### src/rtl/pwm_dc_sequencer.sv
// Duty-cycle sequencer feeding the PWM i_DC / i_valid_DC inputs.
// Plays back a FIFO of duty values or generates a clamped linear ramp,
// issuing one value every INTERVAL+1 clocks.
module pwm_dc_sequencer #(
  parameter int unsigned FIFO_DEPTH = 16,
  parameter int unsigned DW         = 16
) (
  input  logic          clk_i,
  input  logic          rst_ni,
  input  logic          re_i,
  input  logic          we_i,
  input  logic [7:0]    addr_i,
  input  logic [31:0]   wdata_i,
  input  logic [3:0]    be_i,
  output logic [31:0]   rdata_o,
  output logic [DW-1:0] o_dc,
  output logic          o_dc_valid,
  output logic          o_irq
);

  localparam int unsigned AW = $clog2(FIFO_DEPTH);

  typedef enum logic [1:0] {S_IDLE, S_RUN, S_DONE} state_e;

  state_e          state_q, state_d;
  logic            en_q, en_d, mode_q, mode_d, loop_q, loop_d, irq_en_q, irq_en_d;
  logic [15:0]     interval_q, interval_d;
  logic [DW-1:0]   rstart_q, rstart_d, rend_q, rend_d, rstep_q, rstep_d;
  logic            ovf_q, ovf_d, unf_q, unf_d, done_q, done_d;
  logic [15:0]     tc_q, tc_d;
  logic [DW-1:0]   cur_q, cur_d, dc_q, dc_d;
  logic            dc_valid_q, dc_valid_d;
  logic [AW-1:0]   wptr_q, wptr_d, rptr_q, rptr_d;
  logic [AW:0]     level_q, level_d;
  logic [DW-1:0]   mem_q [FIFO_DEPTH];

  logic            wr, wr_ctrl, wr_fifo, wr_status, clr;
  logic            fifo_empty, fifo_full, tick, push_ok, pop;
  logic [DW-1:0]   step_eff, cur_next;
  logic [DW:0]     sum, diff;
  logic            unused_bits;

  assign unused_bits = ^{be_i, wdata_i[31:16]};

  assign wr         = we_i & ~re_i;
  assign wr_ctrl    = wr && (addr_i == 8'h00);
  assign wr_fifo    = wr && (addr_i == 8'h08);
  assign wr_status  = wr && (addr_i == 8'h18);
  assign clr        = wr_ctrl & wdata_i[4];
  assign fifo_empty = (level_q == '0);
  assign fifo_full  = (level_q == (AW+1)'(FIFO_DEPTH));
  assign tick       = (state_q == S_RUN) && (tc_q == interval_q);

  // Next ramp value: 17-bit add/subtract clamped to RAMP_END so it never overshoots or wraps
  always_comb begin
    step_eff = (rstep_q == '0) ? DW'(1) : rstep_q;
    sum      = {1'b0, cur_q} + {1'b0, step_eff};
    diff     = {1'b0, cur_q} - {1'b0, step_eff};
    cur_next = rend_q;
    if (rstart_q <= rend_q) begin
      if (sum < {1'b0, rend_q}) cur_next = sum[DW-1:0];
    end else begin
      if (!diff[DW] && (diff > {1'b0, rend_q})) cur_next = diff[DW-1:0];
    end
  end

  // Register writes, sequencing FSM, FIFO pointers and sticky status
  always_comb begin
    state_d    = state_q;
    en_d       = en_q;
    mode_d     = mode_q;
    loop_d     = loop_q;
    irq_en_d   = irq_en_q;
    interval_d = interval_q;
    rstart_d   = rstart_q;
    rend_d     = rend_q;
    rstep_d    = rstep_q;
    ovf_d      = ovf_q;
    unf_d      = unf_q;
    done_d     = done_q;
    tc_d       = tc_q;
    cur_d      = cur_q;
    dc_d       = dc_q;
    dc_valid_d = 1'b0;
    wptr_d     = wptr_q;
    rptr_d     = rptr_q;
    level_d    = level_q;
    pop        = 1'b0;
    push_ok    = 1'b0;

    if (wr_ctrl) begin
      en_d     = wdata_i[0];
      mode_d   = wdata_i[1];
      loop_d   = wdata_i[2];
      irq_en_d = wdata_i[3];
    end
    if (wr && addr_i == 8'h04) interval_d = wdata_i[15:0];
    if (wr && addr_i == 8'h0C) rstart_d   = wdata_i[DW-1:0];
    if (wr && addr_i == 8'h10) rend_d     = wdata_i[DW-1:0];
    if (wr && addr_i == 8'h14) rstep_d    = wdata_i[DW-1:0];
    if (wr_status) begin
      ovf_d  = ovf_q  & ~wdata_i[10];
      unf_d  = unf_q  & ~wdata_i[11];
      done_d = done_q & ~wdata_i[12];
    end

    // EN is taken from the value being written so enable/disable act on the write edge
    unique case (state_q)
      S_IDLE: begin
        if (en_d) begin
          state_d = S_RUN;
          tc_d    = '0;
          cur_d   = rstart_q;
        end
      end
      S_RUN: begin
        tc_d = tick ? '0 : tc_q + 16'd1;
        if (tick) begin
          if (!mode_q) begin
            if (!fifo_empty) begin
              pop        = 1'b1;
              dc_d       = mem_q[rptr_q];
              dc_valid_d = 1'b1;
            end else begin
              unf_d = 1'b1;
            end
          end else begin
            dc_d       = cur_q;
            dc_valid_d = 1'b1;
            if (cur_q == rend_q) begin
              if (loop_q) begin
                cur_d = rstart_q;
              end else begin
                done_d  = 1'b1;
                state_d = S_DONE;
              end
            end else begin
              cur_d = cur_next;
            end
          end
        end
        if (!en_d) begin
          state_d = S_IDLE;
          tc_d    = '0;
        end
      end
      S_DONE: begin
        if (!en_d) state_d = S_IDLE;
      end
      default: state_d = S_IDLE;
    endcase

    // A full FIFO still accepts a push when the same cycle pops
    if (wr_fifo) begin
      if (!fifo_full || pop) push_ok = 1'b1;
      else                   ovf_d   = 1'b1;
    end
    if (push_ok) wptr_d = wptr_q + AW'(1);
    if (pop)     rptr_d = rptr_q + AW'(1);
    unique case ({push_ok, pop})
      2'b10:   level_d = level_q + (AW+1)'(1);
      2'b01:   level_d = level_q - (AW+1)'(1);
      default: level_d = level_q;
    endcase

    if (clr) begin
      state_d    = S_IDLE;
      tc_d       = '0;
      wptr_d     = '0;
      rptr_d     = '0;
      level_d    = '0;
      ovf_d      = 1'b0;
      unf_d      = 1'b0;
      done_d     = 1'b0;
      dc_d       = '0;
      dc_valid_d = 1'b0;
    end
  end

  // State and register flops
  always_ff @(posedge clk_i or negedge rst_ni) begin
    if (!rst_ni) begin
      state_q    <= S_IDLE;
      en_q       <= 1'b0;
      mode_q     <= 1'b0;
      loop_q     <= 1'b0;
      irq_en_q   <= 1'b0;
      interval_q <= '0;
      rstart_q   <= '0;
      rend_q     <= '0;
      rstep_q    <= '0;
      ovf_q      <= 1'b0;
      unf_q      <= 1'b0;
      done_q     <= 1'b0;
      tc_q       <= '0;
      cur_q      <= '0;
      dc_q       <= '0;
      dc_valid_q <= 1'b0;
      wptr_q     <= '0;
      rptr_q     <= '0;
      level_q    <= '0;
    end else begin
      state_q    <= state_d;
      en_q       <= en_d;
      mode_q     <= mode_d;
      loop_q     <= loop_d;
      irq_en_q   <= irq_en_d;
      interval_q <= interval_d;
      rstart_q   <= rstart_d;
      rend_q     <= rend_d;
      rstep_q    <= rstep_d;
      ovf_q      <= ovf_d;
      unf_q      <= unf_d;
      done_q     <= done_d;
      tc_q       <= tc_d;
      cur_q      <= cur_d;
      dc_q       <= dc_d;
      dc_valid_q <= dc_valid_d;
      wptr_q     <= wptr_d;
      rptr_q     <= rptr_d;
      level_q    <= level_d;
    end
  end

  // FIFO storage; contents are qualified by the pointers so no reset is needed
  always_ff @(posedge clk_i) begin
    if (push_ok) mem_q[wptr_q] <= wdata_i[DW-1:0];
  end

  // Combinational register read-back
  always_comb begin
    rdata_o = '0;
    unique case (addr_i)
      8'h00: rdata_o = {28'd0, irq_en_q, loop_q, mode_q, en_q};
      8'h04: rdata_o = {16'd0, interval_q};
      8'h0C: rdata_o = 32'(rstart_q);
      8'h10: rdata_o = 32'(rend_q);
      8'h14: rdata_o = 32'(rstep_q);
      8'h18: rdata_o = {19'd0, done_q, unf_q, ovf_q, fifo_full, fifo_empty, 3'd0, 5'(level_q)};
      default: rdata_o = '0;
    endcase
  end

  assign o_dc       = dc_q;
  assign o_dc_valid = dc_valid_q;
  assign o_irq      = irq_en_q & (ovf_q | unf_q | done_q);

endmodule

### config.mk
export PLATFORM = sky130hd
export DESIGN_NAME = pwm_dc_sequencer
export DESIGN_NICKNAME = d
export VERILOG_FILES = /design/src/rtl/pwm_dc_sequencer.sv
export SDC_FILE = /design/constraint.sdc
export NUM_CORES = 1
export LEC_CHECK = 0
export CAP_MARGIN = 20
export CORE_AREA = 2 2 166 250
export DETAILED_ROUTE_END_ITERATION = 7
export DIE_AREA = 0 0 168 252
export GPL_ROUTABILITY_DRIVEN = 0
export HOLD_SLACK_MARGIN = 0.06
export PLACE_DENSITY = 0.68
export SYNTH_ARGS = -nofsm -noshare
export SYNTH_HDL_FRONTEND = slang
export SYNTH_SLANG_ARGS = --single-unit
### constraint.sdc
create_clock -name clk_i -period 10.6 [get_ports clk_i]
set_clock_uncertainty 0.05 [all_clocks]
set_input_delay 3.18 -clock clk_i [delete_from_list [all_inputs] [get_ports clk_i]]
set_output_delay 3.18 -clock clk_i [all_outputs]
set_load 0.02 [all_outputs]
==> metrics <==
total setup violations reported at the end of the flow=0; final critical delay including setup and external delays=9051 ps; drt total wl=57.32 mm; sum of met3 wire segment lengths after detailed routing=3.327 mm; final antenna diode count=0; vias after detailed routing=13930; Leak=8.987 nW; register bit count reported by yosys=391; via/cell ratio=6.337; placed instance area=20950 sq um; vias in the first global route=14070; worst-path cell with the longest stage delay=clkdlybuf4s50_1; logic gate share of total power=22.5%; average cell area after synthesis=12.24 sq um; number of standard cells after synthesis=1624; overall global routing resource usage=27.29%; final number of hold-violating endpoints=0; number of maximum-capacitance violations=0; share of layout cells above drive strength 1=12.59%; H-tree lvl count=2; crit path max fanout=17; required time reported for the critical path endpoint=7370 ps; number of clock sinks seen by CTS=391; Pins Over Slew Limit=0; kind of end point of the critical path=output pin; Hold WC Path Type=flop to flop; count of hold-fix buffers inserted at cts=0; number of buffers created by CTS=39; RSZ-0062 raised after global routing=no; DR top layer=met4; aggregate global routing overflow=0; final critical-path share of the clock period=85.39%; die boundary width=168 microns; Reg power frac=43.9%; count of standard-cell rows=90; post-layout net count=1803; detailed placer's ending HPWL=39.25 mm; dominant cell type by count on the critical path=clkdlybuf4s50_1; quantity of gates resized following cts=0; Fin Setup TNS=0 ps; Finished Cell Area=22200 sq um; starting utilization of the core area=49.72%; area of the core=39980 sq um; run status=finished, final reports clean; Antenna Nets Post-Route=0; Die H=252 microns; clock latency reported for the late side of the worst-skew pair=550 ps; CTS clk-pin slew, worst paths=60 ps; power density normalized to cell area=183.0 nW/um^2; DRC violations left=0; number of enable flip-flop cells after synthesis=256; count of distinct cell types in the synthesized netlist=81; Slowest Stage Delay on Critical Path=620 ps; Max Root-Sink Buffers=3; layout overhead on the synthesized area=11.67%; Max VDD drop=0.1575 mV; post-synthesis async set-or-reset flop share=34.53%; Syn Std Cell Area=19880 sq um; global-route wire length before repair=86.09 mm; First DRT Iteration DRCs=1335; I/O pin total=98; prevailing post-synth register cell=edfxtp_1; internal power component=2.810 mW; crit start category=input port; count of buffers inserted at the top-level ports=61; count of yosys warnings during synthesis=0; arrival time of data at the critical path endpoint=5820 ps; Peak Freq=110.5 MHz; antenna violations before repair=1; slew of the pin with the lowest slew margin=1124 ps; met2 layer wire length in the routed design=30.08 mm; clock network power share=33.6%; Routed wire per std cell=26.08 microns; CP Class=input port to output pin; headroom to the max-slew limit=24.82%; proportion of synthesized chip area in sequential cells=55.67%; switching fraction of total power=30.84%; setup repair bufs after CTS=0; root buffer selected by CTS=clkbuf_16; TritonRoute pass-1 iters=5; pin count of the biggest net entering global routing=70; DIE AREA=42340 sq um; routed length on met1=20.51 mm; CP cell instances=clkdlybuf4s50_1, buf_4, nor4_1, nor2b_1, a22oi_1, o21ai_0, a221o_1, clkdlybuf4s50_1; CTS tree=done; net switching power=1.253 mW
through the flow:
| step | hold slack [ps] | total power, mW | utilization, % | setup slack [ps] | std cells |
|---|---|---|---|---|---|
| 6_report | 470.4 | 4.063 | 55.53 | 1549 | 2198 |
| 5_1_grt | 492.2 | 4.230 | 55.53 | 1411 | 2198 |
| 4_1_cts | 466.5 | 4.065 | 55.53 | 1595 | 2198 |
| 3_5_place_dp | 452.8 | 2.710 | 52.41 | 1629 | 2129 |
| 3_3_place_gp | 441.3 | 2.691 | 52.41 | 1675 | 2129 |
| 2_1_floorplan | 416.5 | 2.403 | - | 2494 | 1639 |
kinds of logic after synthesis:
group	after synthesis	share of synthesized area [%]
simple gates	394	9.549
flops	391	55.67
compound gates	355	12.17
buf+inv	174	3.858
mux	152	9.989
fa+ha+maj	91	5.841
xor+xnor	66	2.908
other cells	1	0.01887
power groups by stage:
| stage | Sequential, mW | Clock, mW | Combinational (mW) |
|---|---|---|---|
| 2_1_floorplan | 1.75 | 0 | 0.649 |
| 3_3_place_gp | 1.81 | 0 | 0.881 |
| 3_5_place_dp | 1.81 | 0 | 0.899 |
| 4_1_cts | 1.78 | 1.38 | 0.905 |
| 5_1_grt | 1.78 | 1.44 | 1.00 |
| 6_report | 1.78 | 1.37 | 0.914 |
metal layers:
layer | up-vias | global-route usage (%)
li1 | 6158 | -
met1 | 6984 | 31.64
met2 | 612 | 49.62
met3 | 174 | 2.949
met4 | 0 | 14.31
met5 | - | 0
path summary, 6_finish.rpt:
path,start,endpoint,slack (ps),cells after the start
worst max-delay path,addr_i[3],rdata_o[0],1550,8
worst min-delay path,state_q[1]$_DFFE_PN0P_,state_q[0]$_DFFE_PN0P_,470,1
max in group asynchronous,rst_ni,o_dc[11]$_DFFE_PN0P_,6480,2
worst max register to register,rstep_q[3]$_DFFE_PN0P_,cur_q[4]$_DFFE_PN0P_,4450,19
min in group asynchronous,rst_ni,tc_q[4]$_DFFE_PN0P_,2600,1
worst min register to register,state_q[1]$_DFFE_PN0P_,state_q[0]$_DFFE_PN0P_,470,1
cell usage in the layout (no fill, tap or decap), types with 7 or more instances in the layout:
| master | instances |
|---|---|
| nor2_1 | 79 |
| a221o_1 | 11 |
| nand2b_1 | 16 |
| and3_1 | 18 |
| clkinv_2 | 8 |
| xor2_1 | 26 |
| inv_1 | 61 |
| a21oi_1 | 75 |
| buf_4 | 34 |
| clkdlybuf4s50_1 | 60 |
| xnor2_1 | 40 |
| a221oi_1 | 31 |
| mux4_2 | 32 |
| nor2_2 | 7 |
| a21o_1 | 12 |
| mux2_2 | 51 |
| ha_1 | 88 |
| o221ai_1 | 12 |
| nand3_1 | 36 |
| a211oi_1 | 9 |
| nor3_1 | 15 |
| nor2b_1 | 14 |
| mux2i_1 | 69 |
| nor4_1 | 14 |
| a22oi_1 | 20 |
| o211ai_1 | 22 |
| and2_1 | 12 |
| o21ai_0 | 100 |
| edfxtp_1 | 256 |
| conb_1 | 16 |
| clkbuf_16 | 40 |
| a222oi_1 | 8 |
| clkbuf_1 | 8 |
| nand2_1 | 135 |
| nand4_1 | 14 |
| dfrtp_1 | 134 |
cells in the mapped netlist, types with 5 or more instances:
cell type	number	area, sq um
nand3b_1	5	37.54
a211oi_1	9	67.56
nor3_1	20	100.1
a21o_1	12	90.09
o21a_1	5	37.54
ha_1	88	1101
nand2b_1	16	100.1
nand4_1	14	87.58
a221oi_1	31	271.5
edfxtp_1	256	7687
mux2_2	51	574.3
inv_1	61	229.0
o211ai_1	22	165.2
mux2i_1	69	690.7
buf_2	19	95.09
a221o_1	11	110.1
and2_1	12	75.07
clkbuf_1	66	247.7
o221ai_1	12	105.1
nor4_1	14	87.58
a222oi_1	8	80.08
nor2_1	85	319.1
xor2_1	26	227.7
mux4_2	32	720.7
nand2_1	135	506.7
o31ai_1	5	37.54
a22oi_1	20	150.1
buf_4	20	150.1
o21ai_0	100	500.5
nor2b_1	16	100.1
a21oi_1	75	375.4
dfrtp_1	135	3378
a31oi_1	6	37.54
xnor2_1	40	350.3
nand3_1	36	180.2
and3_1	18	112.6
registers in the layout (all words and copies together), names as in the netlist:
signal,flops
mem_q,256
cur_q,16
rstep_q,16
mode_q,1
o_dc_valid,1
rstart_q,16
ovf_q,1
interval_q,16
wptr_q,4
o_dc,16
en_q,1
irq_en_q,1
rend_q,16
unf_q,1
level_q,5
loop_q,1
state_q,2
tc_q,16
rptr_q,4
done_q,1
critical path: cells and delay by family:
kind,cells,cell delay [ps]
simple gates,2,960
compound gates,3,420
buf+inv,3,1250
layout make-up:
class / count / area [sq um]
fill: 3244 / 17780
inverter: 63 / 236.5
clock inverter: 19 / 186.4
clock buffer: 50 / 1059
timing repair buffer: 95 / 867.1
sequential: 391 / 11070
tap: 506 / 633.1
multi-input combinational: 1074 / 8147
No activity file was read; power rests on OpenSTA's default activity.
